==> src/rtl/rr_arbiter_4_pkg.sv <==
// Shared definitions for the four-way round-robin arbiter: state encoding,
// requester count and the rotating priority scan.
package rr_arbiter_4_pkg;

    typedef enum logic {
        ARB_IDLE  = 1'b0,
        ARB_GRANT = 1'b1
    } arb_state_e;

    localparam int ARB_NREQ = 4;

    // First requester found scanning last_id+1 .. last_id+4 (mod 4).
    function automatic logic [1:0] rr_pick(input logic [ARB_NREQ-1:0] req,
                                           input logic [1:0]          last_id);
        logic [1:0] idx;
        logic       found;
        rr_pick = last_id;
        found   = 1'b0;
        for (int k = 1; k <= ARB_NREQ; k++) begin
            idx = last_id + 2'(k);
            if (!found && req[idx]) begin
                rr_pick = idx;
                found   = 1'b1;
            end
        end
    endfunction

endpackage

==> src/rtl/rr_arbiter_4_dec.sv <==
// 2-to-4 one-hot decoder shared with the MUX datapath select logic.
module decoder_2x4 (
    input  logic [1:0] A,
    output logic [3:0] D
);

    always_comb begin
        D = 4'b0001 << A;
    end

endmodule

==> src/rtl/rr_arbiter_4.sv <==
// Round-robin arbiter for four requesters with done/drop/hold-limit release.
// state | meaning: IDLE = no owner, arbitrate on req; GRANT = gnt_id owns the resource
module rr_arbiter_4
#(
    parameter int MAX_HOLD = 8
)
(
    input  logic       clk,
    input  logic       rst,
    input  logic [3:0] req,
    input  logic       done,
    output logic [3:0] gnt,
    output logic [1:0] gnt_id,
    output logic       gnt_valid,
    output logic       timeout
);
    import rr_arbiter_4_pkg::*;

    localparam logic [7:0] HOLD_LAST = 8'(MAX_HOLD - 1);

    arb_state_e state_q, state_d;
    logic [1:0] gnt_id_q, gnt_id_d;
    logic       gnt_valid_q, gnt_valid_d;
    logic       timeout_q, timeout_d;
    logic [7:0] hold_cnt_q, hold_cnt_d;
    logic [1:0] last_id_q, last_id_d;
    logic       rel_c;
    logic [ARB_NREQ-1:0] dec_out;

    assign rel_c = done || !req[gnt_id_q] || (hold_cnt_q == HOLD_LAST);

    always_comb begin
        state_d     = state_q;
        gnt_id_d    = gnt_id_q;
        gnt_valid_d = gnt_valid_q;
        timeout_d   = 1'b0;
        hold_cnt_d  = hold_cnt_q;
        last_id_d   = last_id_q;
        case (state_q)
            ARB_IDLE: begin
                if (req != 4'b0000) begin
                    state_d     = ARB_GRANT;
                    gnt_id_d    = rr_pick(req, last_id_q);
                    gnt_valid_d = 1'b1;
                    hold_cnt_d  = 8'd0;
                end
            end
            ARB_GRANT: begin
                if (rel_c) begin
                    state_d     = ARB_IDLE;
                    gnt_valid_d = 1'b0;
                    last_id_d   = gnt_id_q;
                    // Hold limit only counts as a timeout when nothing else released.
                    timeout_d   = !done && req[gnt_id_q];
                end else begin
                    hold_cnt_d  = hold_cnt_q + 8'd1;
                end
            end
            default: begin
                state_d     = ARB_IDLE;
                gnt_valid_d = 1'b0;
            end
        endcase
    end

    always_ff @(posedge clk) begin
        if (rst) begin
            state_q     <= ARB_IDLE;
            gnt_id_q    <= 2'd0;
            gnt_valid_q <= 1'b0;
            timeout_q   <= 1'b0;
            hold_cnt_q  <= 8'd0;
            last_id_q   <= 2'd3;
        end else begin
            state_q     <= state_d;
            gnt_id_q    <= gnt_id_d;
            gnt_valid_q <= gnt_valid_d;
            timeout_q   <= timeout_d;
            hold_cnt_q  <= hold_cnt_d;
            last_id_q   <= last_id_d;
        end
    end

    decoder_2x4 uut_dec (
        .A (gnt_id_q),
        .D (dec_out)
    );

    assign gnt       = dec_out & {4{gnt_valid_q}};
    assign gnt_id    = gnt_id_q;
    assign gnt_valid = gnt_valid_q;
    assign timeout   = timeout_q;

endmodule

==> config.mk <==
export PLATFORM = sky130hd
export DESIGN_NAME = rr_arbiter_4
export DESIGN_NICKNAME = d
export VERILOG_FILES = /design/src/rtl/rr_arbiter_4_pkg.sv /design/src/rtl/rr_arbiter_4_dec.sv /design/src/rtl/rr_arbiter_4.sv
export SDC_FILE = /design/constraint.sdc
export NUM_CORES = 1
export LEC_CHECK = 0
export CAP_MARGIN = 20
export CORE_AREA = 2 2 49 51
export DETAILED_ROUTE_END_ITERATION = 10
export DIE_AREA = 0 0 51 53
export PLACE_DENSITY = 0.65
export SYNTH_ARGS = -nofsm -noshare
export SYNTH_HDL_FRONTEND = slang
export SYNTH_SLANG_ARGS = --single-unit
==> constraint.sdc <==
create_clock -name clk -period 2.5 [get_ports clk]
set_input_delay 0.5 -clock clk [delete_from_list [all_inputs] [get_ports clk]]
set_output_delay 0.5 -clock clk [all_outputs]
set_load 0.005 [all_outputs]
-- Word-level counts from Yosys, hierarchy flattened
Cells that the tools add are included.
- $add $sub $neg: 4
- order comparisons: 5
- eq/ne operators: 4
- shifts and indexed selects: 1
- muxes and demuxes: 32
- bitwise logic cells: 3
- reductions and logical operators: 17
- operator list (cell ; number):
    $mux W1 ; 18
    $mux W8 ; 2
    $pmux W8 S2 ; 1
    $lt A2 B3 Y1 const B ; 5
    $bmux W1 S2 ; 5
    $add A8 B1 Y8 const B ; 1
    $eq A8 B3 Y1 const B ; 1
    $mux W2 ; 4
    $reduce_and A2 Y1 ; 4
    $logic_not A1 Y1 ; 5
    $add A2 B2 Y2 const B ; 2
    $and A4 B4 Y4 ; 1
    $logic_and A1 B1 Y1 ; 4
    $ne A2 B2 Y1 const B ; 2
    $pmux W1 S2 ; 2
    $reduce_bool A4 Y1 ; 1
    $shl A1 B2 Y4 const A ; 1
    $reduce_or A3 Y1 ; 1
    $add A2 B1 Y2 const B ; 1
    $logic_or A1 B1 Y1 ; 2
    $ne A2 B1 Y1 const B ; 1
    $not A1 Y1 ; 2
- register bits: 15
- word-level logic and storage cells: 72

-- Logic depth before layout (Yosys ltp)
Gate-level depths: netlist of run 1.
- word-level depth: 19
- gate-level depth with buffers: 6
- gate-level depth less buffers: 5

-- Hierarchy
Synthesis of run 1 repeated with hierarchy kept, for this count alone.
- cell total of the unflattened synthesis: 107
- area total of the unflattened synthesis: 875.8 um^2
- by module, submodules not included (module ; times used ; cells each ; area each (um^2) ; sequential area each (um^2)):
    rr_arbiter_4 ; 1 ; 103 ; 849.6 ; 300.3
    decoder_2x4 ; 1 ; 4 ; 26.3 ; 0.0

-- Worst setup path after synthesis of run 1
No wires, ideal clock.
- path kind: register to register
- start: register hold_cnt_q[0]
- end: register hold_cnt_q[3]
- arrival: 1.679 ns
- setup slack: 0.746 ns
- stages on the path, launching flop included: 7
- path buffers: 1
- period minus slack after synthesis: 1.754 ns
- path through: dfxtp_1 ha_1 nor4b_1 a31o_2 buf_2 or4_1 a21boi_0
- cells in the longest elaborated chain, start to end: 4
- elaborated cells between the ends (all ways): 7
- those cells by class: add/sub: 1; eq/ne: 2; mux: 2; reduce/logical: 2
- RTL lines (item ; RTL line ; source):
    from (decl) ; rr_arbiter_4.sv:25 ; logic [7:0] hold_cnt_q, hold_cnt_d;
    from (signal assigned) ; rr_arbiter_4.sv:79 ; hold_cnt_q <= hold_cnt_d;
    branches (longest 4 deep; another with $add A8 B1 Y8) ; n/a ;
Several ways; the timed one is not identified. The select of a mux whose other input is x is not followed.
A chain may end at the register's enable or synchronous reset.

-- Final worst setup path of run 1
- start: register gnt_id_q[1] (netlist: gnt_id[1])
- end: output gnt[3]
- cells in the longest elaborated chain, start to end: 2
- RTL lines (item ; RTL line ; source):
    from (decl) ; rr_arbiter_4.sv:22 ; logic [1:0] gnt_id_q, gnt_id_d;
    from (signal assigned) ; rr_arbiter_4.sv:76 ; gnt_id_q <= gnt_id_d;
    $shl A1 B2 Y4 ; rr_arbiter_4_dec.sv:8 ; D = 4'b0001 << A;
    $and A4 B4 Y4 ; rr_arbiter_4.sv:89 ; assign gnt = dec_out & {4{gnt_valid_q}};
    to (decl) ; rr_arbiter_4.sv:12 ; output logic [3:0] gnt,
No other way between the ends.

==> impl_metrics.csv, run 1 <==
group,metric,value,unit
run_status,status,"finished clean",
route,wl_per_cell,13.9,microns
sta,tightest_slew,0.487,ns
final_layout,layout-drive-gt1-share,0.0952,
logic_synthesis,synth_top_area_frac,0.325,
setup_path,required,2.00,ns
logic_synthesis,seq_area_frac_synth,0.325,
sta,rsz0062_at_grt,"false",
pwr,peakVddDrop,0.377,mV
clocking,postCtsHoldBufs,0,
sta,period_share,0.820,
logic_synthesis,yosysWarnings,0,
clocking,cts_resized,0,
grt,grt_pass1_vias,776,
clocking,htreeDepth,1,
flow_run,drv_cap,0,
floorplanning,start_util,0.430,
pwr,power,0.546,mW
setup_path,crit_chain,"and3_2, clkdlybuf4s50_1",
setup_path,critical_path_class,"register to output pin",
route,drtPass1Iterations,4,
sta,slew_violations,0,
route,drc_errors,0,
final_layout,synthToLayoutAreaGrowth,18.8,%
floorplanning,num_io_pins,15,
setup_path,path_max_fanout,9,
logic_synthesis,synthAdderAreaFrac,0.0136,
floorplanning,die_x,51,microns
floorplanning,num_rows,17,
grt,track_usage,0.170,
logic_synthesis,syn_avg_cell_area,8.24,sq um
sta,fmaxAchievable,0.488,GHz
pwr,p_leak,0.417,nW
clocking,post_cts_buffers,0,
grt,grt_max_degree,13,
place,port-buffer-count,14,
floorplanning,die_h,53,microns
logic_synthesis,synth_area_leaders,"dfxtp_1, mux2i_1, a21oi_1",
clocking,worstSkewPairLatency,0.28,ns
sta,layout_min_cycle_time,2.05,ns
logic_synthesis,yosysUniqueCellTypes,44,
logic_synthesis,synth_xor_area_frac,0,
setup_path,crit_arrival,1.55,ns
clocking,cts_tree,"built",
floorplanning,dieArea,0.00270,sq mm
setup_path,worst_path_largest_cell_delay,0.53,ns
clocking,numCtsBuffers,3,
sta,slew-limit-headroom,0.671,
clocking,cts_sinks,15,
logic_synthesis,synth_seq_cells,15,
sta,setup_tns,0,ns
final_layout,num-nets-final,135,
logic_synthesis,synth_compound_area_frac,0.255,
route,ant_nets,0,
route,routed_wirelength,2.14,mm
place,dpl.hpwl,1.60,mm
pwr,powerDensity,498,mW/mm^2
setup_path,cp-start-kind,"register",
grt,antenna_found_initial,0,
clocking,clockBufferDepth,2,
grt,grt-ovfl-total,0,
clocking,path_clk_slew,0.10,ns
logic_synthesis,synth_top_family_by_area,"compound AO/OA/AOI/OAI gates",
logic_synthesis,yosys.area.top_type,"dfxtp_1",
logic_synthesis,synthArstFlopShare,0,
min_path,min_path_type,"register to register",
final_layout,antenna_cells,0,
clocking,cts-root-buf,"clkbuf_4",
logic_synthesis,synth_mux_area_frac,0.0894,
logic_synthesis,synthSimpleGateAreaFrac,0.249,
place,dp.cells,150,
sta,setup_viol,0,
logic_synthesis,synth_cells,112,
sta,hold_violations,0,
floorplanning,coreArea,0.00215,sq mm
logic_synthesis,syn_nets,120,
logic_synthesis,synth_flop_cell,"dfxtp_1",
logic_synthesis,synth-edff-count,0,
grt,grt_pass1_wl,3.49,mm
final_layout,final_cells,154,
route,vias,862,
setup_path,cp_slowest_cell,"dfxtp_1",
sta,fin_skew,0.00758,ns
logic_synthesis,synth_area,923,sq um
place,place_congestion,0.848,
setup_path,cp-end-kind,"output pin",
route,first_iter_violations,25,
route,routed_via_density,5.60,
-- layout by cell type, fill, tap and decap left out, drive strengths merged, types with 2 or more instances in the layout --
master         count
nand2              7
clkdlybuf4s50     14
nor2               9
buf                2
nor3               4
mux2               2
and3               3
a31oi              3
nor2b              2
mux2i              6
or4                2
a21oi              8
dfxtp             15
nand3              5
o22ai              2
o21ai              4
nor3b              2
inv                5
clkbuf             3
o211ai             3
nand2b             3
-- logic make-up (layout without fill, tap and decap cells) --
logic type,count (synthesis),count (layout)
compound gates,34,34
simple gates,43,43
fa+ha+maj,1,1
flops,15,15
mux,8,8
buf+inv,11,25
-- metal layers --
layer  global-route usage  vias to the layer above  share of wire
li1                     -                      453              -
met1                0.228                      398           0.48
met2                0.279                       11           0.47
met3               0.0254                        0          0.044
met4               0.0541                        0              0
met5                    0                        -              0
-- metrics by stage --
step / util / setup slack [ns] / instance area [sq um] / hold WS, ns
after global routing: 0.511 / 0.356 / 1100 / 0.532
after global placement: 0.498 / 0.213 / 1070 / 0.458
final: 0.511 / 0.449 / 1100 / 0.491
after floorplan: - / 0.746 / 923 / 0.446
after detailed placement: 0.498 / 0.205 / 1070 / 0.476
after CTS: 0.511 / 0.445 / 1100 / 0.488
-- flip-flops by register name, summed over array words and instances (netlist names) --
signal and cells:
hold_cnt_q 8, gnt_id 2, last_id_q 2, gnt_valid 1, state_q 1, timeout 1
-- where the power goes --
group	switching (mW)	internal, mW	total [mW]
Combinational	0.0632	0.0671	0.130
Sequential	0.0247	0.252	0.277
Clock	0.0797	0.0593	0.139
Total	0.168	0.379	0.546
-- final cells by class --
class,count,area (sq um)
Inverter,5,18.8
Fill cell,204,1050
Timing Repair Buffer,16,155
Tap cell,28,35.0
Clock buffer,3,22.5
Multi-Input combinational cell,86,561
Clock inverter,1,5.00
Sequential cell,15,300
-- worst paths after layout --
path	startpoint	endpoint	slack (ns)	cells past startpoint
worst max-delay path	gnt_id[1]$_SDFFE_PP0P_	gnt[3]	0.45	2
worst min-delay path	hold_cnt_q[7]$_SDFFE_PP0P_	hold_cnt_q[7]$_SDFFE_PP0P_	0.49	2
worst max register to register	hold_cnt_q[0]$_SDFFE_PP0P_	hold_cnt_q[2]$_SDFFE_PP0P_	0.52	5
worst min register to register	hold_cnt_q[7]$_SDFFE_PP0P_	hold_cnt_q[7]$_SDFFE_PP0P_	0.49	2
-- critical path: cells and delay by family, from the launching register on --
| kind | cells | cell delay [ns] |
|---|---|---|
| DFF | 1 | 0.53 |
| buffers and inverters | 1 | 0.50 |
| and+or+nand+nor | 1 | 0.24 |
-- cells in the mapped netlist, drive strengths merged (2+ instances only) --
cell type  number
nor3b           2
a31oi           3
nand3           5
nand2b          3
nor2            9
nor3            4
o211ai          3
clkbuf          2
mux2i           6
inv             5
or4             2
a21oi           8
dfxtp          15
nor2b           2
and3            3
mux2            2
nand2           7
o22ai           2
buf             3
o21ai           4
Power figures use the tool's default switching activity.
==> inputs of run 2 (changes only) <==
--- a/config.mk
+++ b/config.mk
@@ -9,7 +9,7 @@
 export CORE_AREA = 2 2 49 51
 export DETAILED_ROUTE_END_ITERATION = 10
 export DIE_AREA = 0 0 51 53
-export PLACE_DENSITY = 0.65
+export PLACE_DENSITY = 0.68
 export SYNTH_ARGS = -nofsm -noshare
 export SYNTH_HDL_FRONTEND = slang
 export SYNTH_SLANG_ARGS = --single-unit
==> constraint.sdc (replaced) <==
create_clock -name clk -period 1.8 [get_ports clk]
set_input_delay 0.36 -clock clk [delete_from_list [all_inputs] [get_ports clk]]
set_output_delay 0.36 -clock clk [all_outputs]
set_load 0.005 [all_outputs]
==> run 2 against run 1 <==
- cell count is 12% higher
- first-iteration DRC count is 16% higher
- global-route usage is 2.5 points higher
- sequential share of layout area is 3.1 points lower
- die area stayed put
- clock skew is 0.0019 ns higher
- core utilization is 8.2 points higher
- cell area is 16% higher
- register-to-register slack worse by 0.47 ns
- combinational power is 78% higher
- critical path depth is 4 higher
- flip-flop and latch count stayed put
- critical path type is now register to register
- largest cell class unchanged
- largest power group unchanged
==> impl_metrics.csv, run 2 (synthesis gave the netlist of run 1 again) <==
group,metric,value,unit
run_status,status,"finished clean",
route,ant_nets,0,
floorplanning,die_h,53,microns
pwr,pwr-share-clk,0.240,
place,dpl.hpwl,1.73,mm
final_layout,synthToLayoutAreaGrowth,37.8,%
floorplanning,dieArea,0.00270,sq mm
route,drc_errors,0,
final_layout,layout-drive-gt1-share,0.257,
route,routed_via_density,5.66,
sta,fmaxAchievable,0.573,GHz
final_layout,largest_register,"hold_cnt_q",
setup_path,crit_arrival,1.98,ns
setup_path,critical_path_class,"register to register",
sta,holdWs,0.479,ns
sta,tightest_slew,0.315,ns
pwr,p_comb_frac,0.285,
clocking,cts_tree,"built",
route,routed_wirelength,2.35,mm
setup_path,path_max_fanout,8,
place,port-buffer-count,14,
floorplanning,coreArea,0.00215,sq mm
final_layout,final_cells,172,
final_layout,antenna_cells,0,
place,place_congestion,0.822,
sta,setup_tns,0,ns
route,drtPass1Iterations,4,
setup_path,cp-start-kind,"register",
floorplanning,die_x,51,microns
route,wl_per_cell,13.7,microns
pwr,p_leak,0.530,nW
setup_path,cp_slowest_cell,"or4_4",
pwr,p_int,0.570,mW
clocking,htreeDepth,1,
sta,fin_skew,0.00947,ns
setup_path,reg2reg_slack,0.05,ns
clocking,path_clk_slew,0.10,ns
floorplanning,num_io_pins,15,
final_layout,largest_reg_flops,8,
route,vias,973,
route,first_iter_violations,29,
final_layout,final_cell_mix,"buf_4, clkdlybuf4s50_1, dfxtp_1",
grt,grt_pass1_vias,937,
grt,track_usage,0.195,
grt,grt-ovfl-total,0,
pwr,powerDensity,639,mW/mm^2
floorplanning,num_rows,17,
min_path,min_path_type,"register to register",
clocking,clockBufferDepth,2,
final_layout,utilization,0.592,
setup_path,required,2.03,ns
final_layout,num-nets-final,153,
clocking,numCtsBuffers,3,
floorplanning,start_util,0.430,
sta,hold_violations,0,
setup_path,crit_chain,"ha_1, nor4b_1, buf_4, a31o_4, or4_4, a21boi_2",
sta,setup_viol,0,
setup_path,cp_top_family,"simple AND/OR/NAND/NOR gates",
clocking,postCtsHoldBufs,0,
grt,grt_max_degree,10,
sta,period_share,0.970,
clocking,cts-root-buf,"clkbuf_4",
clocking,worstSkewPairLatency,0.28,ns
sta,slew_violations,0,
final_layout,final_common_cell,"buf_4",
pwr,peakVddDrop,0.465,mV
place,dp.cells,167,
pwr,power.share.switching,0.299,
grt,grt_pass1_wl,3.93,mm
setup_path,worst-path-buf-inv,1,
clocking,cts_sinks,15,
flow_run,drv_cap,0,
pwr,p_sw,0.243,mW
grt,antenna_found_initial,0,
setup_path,worst_path_largest_cell_delay,0.49,ns
sta,slew-limit-headroom,0.790,
sta,layout_min_cycle_time,1.75,ns
pwr,seqPwrFrac,0.475,
setup_path,cp-end-kind,"register",
pwr,power,0.813,mW
[run 2: power groups by stage]
| stage | Sequential [mW] | Clock (mW) | Combinational (mW) |
|---|---|---|---|
| 6_report | 0.386 | 0.195 | 0.231 |
| 5_1_grt | 0.390 | 0.224 | 0.254 |
| 4_1_cts | 0.385 | 0.198 | 0.222 |
| 3_5_place_dp | 0.391 | 0 | 0.218 |
| 3_3_place_gp | 0.389 | 0 | 0.215 |
| 2_1_floorplan | 0.374 | 0 | 0.128 |
[run 2: area by class of cell]
type | instances | area [sq um]
repair buffers | 34 | 293
clock buffers | 4 | 26.3
multi-input cells | 86 | 591
fillers | 183 | 876
well taps | 28 | 35.0
inverters | 5 | 18.8
flip-flops and latches | 15 | 309
[run 2: path summary, 6_finish.rpt]
kind | from | endpoint | cells past startpoint
setup / recovery | hold_cnt_q[0]$_SDFFE_PP0P_ | hold_cnt_q[3]$_SDFFE_PP0P_ | 6
setup reg to reg | hold_cnt_q[0]$_SDFFE_PP0P_ | hold_cnt_q[3]$_SDFFE_PP0P_ | 6
hold / removal | hold_cnt_q[7]$_SDFFE_PP0P_ | hold_cnt_q[7]$_SDFFE_PP0P_ | 2
hold reg to reg | hold_cnt_q[7]$_SDFFE_PP0P_ | hold_cnt_q[7]$_SDFFE_PP0P_ | 2
[run 2: per-stage QoR]
step	setup slack, ns	instance area, sq um
finish	0.0536	1270
global route	-0.0149	1270
CTS	0.0102	1230
detailed placement	-0.212	1200
global placement	-0.188	1200
floorplan	0.0457	923
[run 2: routing by layer]
layer | part of all wire | GRT usage | vias up
li1 | - | - | 485
met1 | 0.47 | 0.239 | 456
met2 | 0.48 | 0.327 | 30
met3 | 0.042 | 0.0424 | 2
met4 | 0.0094 | 0.0856 | 0
met5 | 0 | 0 | -
[run 2: tightest hold or removal path: stages (launching register included)]
cell and delay (ns):
dfxtp_1 0.33, nand2_1 0.06, mux2i_1 0.05
[run 2: timing repair]
action	4_1_cts	5_1_grt
pin swaps	0	1
setup buffers	0	1
gates resized for setup	4	9
endpoints found under the setup margin	5	7
==> inputs of run 3 (changes only) <==
==> constraint.sdc (replaced) <==
create_clock -name clk -period 1.8 [get_ports clk]
set_input_delay 0.36 -clock clk [delete_from_list [all_inputs] [get_ports clk]]
set_output_delay 0.36 -clock clk [all_outputs]
set_load 0.1 [all_outputs]
==> run 3 against run 2 <==
- first-iteration DRC count down 21%
- power up 19%
- flip-flop and latch count unchanged
- count of clock-buffer cells in the layout down 1
- clock power up 2%
- worst setup slack better by 0.0052 ns
- global-route usage down 0.28 points
- sequential share of layout area down 1.3 points
- non-clock buffer count down 1
- register-to-register slack about the same
- via count up 1.0%
- critical path type unchanged
- highest routed layer unchanged
==> impl_metrics.csv, run 3 (synthesis gave the netlist of run 1 again) <==
group,metric,value,unit
clocking,htreeDepth,1,
setup_path,worst-path-buf-inv,1,
clocking,numCtsBuffers,3,
clocking,postCtsHoldBufs,0,
sta,hold_violations,0,
clocking,worstSkewPairLatency,0.30,ns
route,ant_nets,0,
sta,layout_min_cycle_time,1.74,ns
final_layout,synthToLayoutAreaGrowth,46.7,%
sta,tightest_slew,0.366,ns
setup_path,critPathLaunch,"hold_cnt_q[0]$_SDFFE_PP0P_",
min_path,min_path_type,"register to register",
setup_path,cp-start-kind,"register",
final_layout,num-nets-final,152,
route,first_iter_violations,23,
route,routed_via_density,5.75,
clocking,cts_sinks,15,
sta,setup_viol,0,
setup_path,crit_chain,"ha_1, nor4b_1, buf_4, a31o_4, or4_1, a21boi_1",
final_layout,num-fill-cells,177,
route,drtPass1Iterations,4,
final_layout,regArea,312,sq um
final_layout,antenna_cells,0,
sta,fin_skew,0.0166,ns
setup_path,critPathCapture,"hold_cnt_q[3]$_SDFFE_PP0P_",
floorplanning,num_io_pins,15,
place,port-buffer-count,14,
clocking,cts_tree,"built",
sta,slew-limit-headroom,0.753,
pwr,p_int,0.597,mW
route,wl_per_cell,13.5,microns
sta,rsz0062_at_grt,"true",
setup_path,worst_path_largest_cell_delay,0.46,ns
sta,slew_violations,0,
place,dpl.hpwl,1.76,mm
final_layout,final_common_cell,"buf_4",
floorplanning,coreArea,0.00215,sq mm
pwr,pwr-share-clk,0.206,
final_layout,largest_register,"hold_cnt_q",
grt,track_usage,0.192,
grt,grt_pass1_vias,857,
floorplanning,start_util,0.430,
pwr,seqPwrFrac,0.409,
place,dp.cells,167,
grt,grt_max_degree,11,
setup_path,reg2reg_slack,0.06,ns
place,place_congestion,0.874,
sta,period_share,0.967,
floorplanning,die_x,51,microns
final_layout,multiInputGateArea,599,sq um
setup_path,r2r-start,"hold_cnt_q[0]$_SDFFE_PP0P_",
clocking,path_clk_slew,0.10,ns
floorplanning,num_rows,17,
final_layout,layout-drive-gt1-share,0.315,
floorplanning,die_h,53,microns
sta,fmaxAchievable,0.574,GHz
final_layout,final_cells,171,
floorplanning,dieArea,0.00270,sq mm
sta,fin_ws,0.0588,ns
pwr,power.share.switching,0.383,
final_layout,largest_reg_flops,8,
route,vias,983,
pwr,p_comb_frac,0.384,
setup_path,crit_arrival,1.98,ns
clocking,cts-root-buf,"clkbuf_4",
pwr,p_leak,0.551,nW
setup_path,path_max_fanout,9,
setup_path,required,2.04,ns
setup_path,worstRegToRegCells,6,
pwr,p_sw,0.370,mW
setup_path,cp-end-kind,"register",
pwr,peakVddDrop,0.425,mV
grt,grt-ovfl-total,0,
setup_path,cp_slowest_cell,"or4_1",
flow_run,drv_cap,0,
grt,antenna_found_initial,0,
clocking,clockBufferDepth,2,
grt,grt_pass1_wl,3.88,mm
setup_path,cp_top_family,"simple AND/OR/NAND/NOR gates",
setup_path,rr_endpoint,"hold_cnt_q[3]$_SDFFE_PP0P_",
run_status,status,"finished clean",
pwr,powerDensity,713,mW/mm^2
setup_path,worst-path-stages,6,
route,routed_wirelength,2.31,mm
route,drc_errors,0,
place,pre_cts_ws,-0.227,ns
final_layout,final_cell_mix,"buf_4, dfxtp_1, nor2_1, a21oi_1, buf_12",
setup_path,critical_path_class,"register to register",
## run 3: worst min path at each step
stage	from	endpoint	slack (ns)	cells after the start
finish	hold_cnt_q[7]$_SDFFE_PP0P_	hold_cnt_q[7]$_SDFFE_PP0P_	0.49	2
global route	hold_cnt_q[6]$_SDFFE_PP0P_	hold_cnt_q[6]$_SDFFE_PP0P_	0.51	2
CTS	hold_cnt_q[7]$_SDFFE_PP0P_	hold_cnt_q[7]$_SDFFE_PP0P_	0.50	2
detailed placement	hold_cnt_q[7]$_SDFFE_PP0P_	hold_cnt_q[7]$_SDFFE_PP0P_	0.48	2
global placement	hold_cnt_q[7]$_SDFFE_PP0P_	hold_cnt_q[7]$_SDFFE_PP0P_	0.45	2
floorplan	hold_cnt_q[7]$_SDFFE_PP0P_	hold_cnt_q[7]$_SDFFE_PP0P_	0.45	2
## run 3: metal layers
metal | GRT usage | wire [microns]
met1 | 0.273 | 1100
met4 | 0.104 | 26
met5 | 0 | 0
met2 | 0.277 | 1060
met3 | 0.0282 | 121
## run 3: worst register-to-register path, cell delays in order (launching register included)
cell	delay [ns]
dfxtp_1	0.33
ha_1	0.21
nor4b_1	0.14
buf_4	0.15
a31o_4	0.26
or4_1	0.47
a21boi_1	0.13
## run 3: area by class of cell
class                   instances  share of cell area
repair buffers                 33               0.268
flip-flops and latches         15               0.230
clock inverters                 1             0.00369
clock buffers                   3              0.0166
inverters                       5              0.0139
multi-input cells              86               0.442
well taps                      28              0.0259
## run 3: power by group through the flow
| stage | clock network (mW) | logic, mW | registers (mW) |
|---|---|---|---|
| 3_5_place_dp | 0 | 0.365 | 0.403 |
| 2_1_floorplan | 0 | 0.177 | 0.446 |
| 5_1_grt | 0.222 | 0.392 | 0.401 |
| 4_1_cts | 0.202 | 0.368 | 0.396 |
| 6_report | 0.199 | 0.371 | 0.396 |
| 3_3_place_gp | 0 | 0.360 | 0.402 |
## run 3: per-stage QoR
stage	hold slack [ns]	utilization	area (sq um)	total power, mW	setup TNS [ns]
final	0.491	0.631	1360	0.966	0
after detailed placement	0.481	0.609	1310	0.768	-2.45
after global placement	0.455	0.609	1310	0.762	-2.06
after CTS	0.497	0.626	1340	0.965	0
after floorplan	0.446	-	953	0.623	0
after global routing	0.509	0.631	1360	1.02	-0.0121
## run 3: timing repair
| action | in CTS | in global routing |
|---|---|---|
| pin swaps | 0 | 1 |
| resized for setup | 1 | 4 |
| setup endpoints to repair | 1 | 4 |
| setup buffers | 0 | 0 |
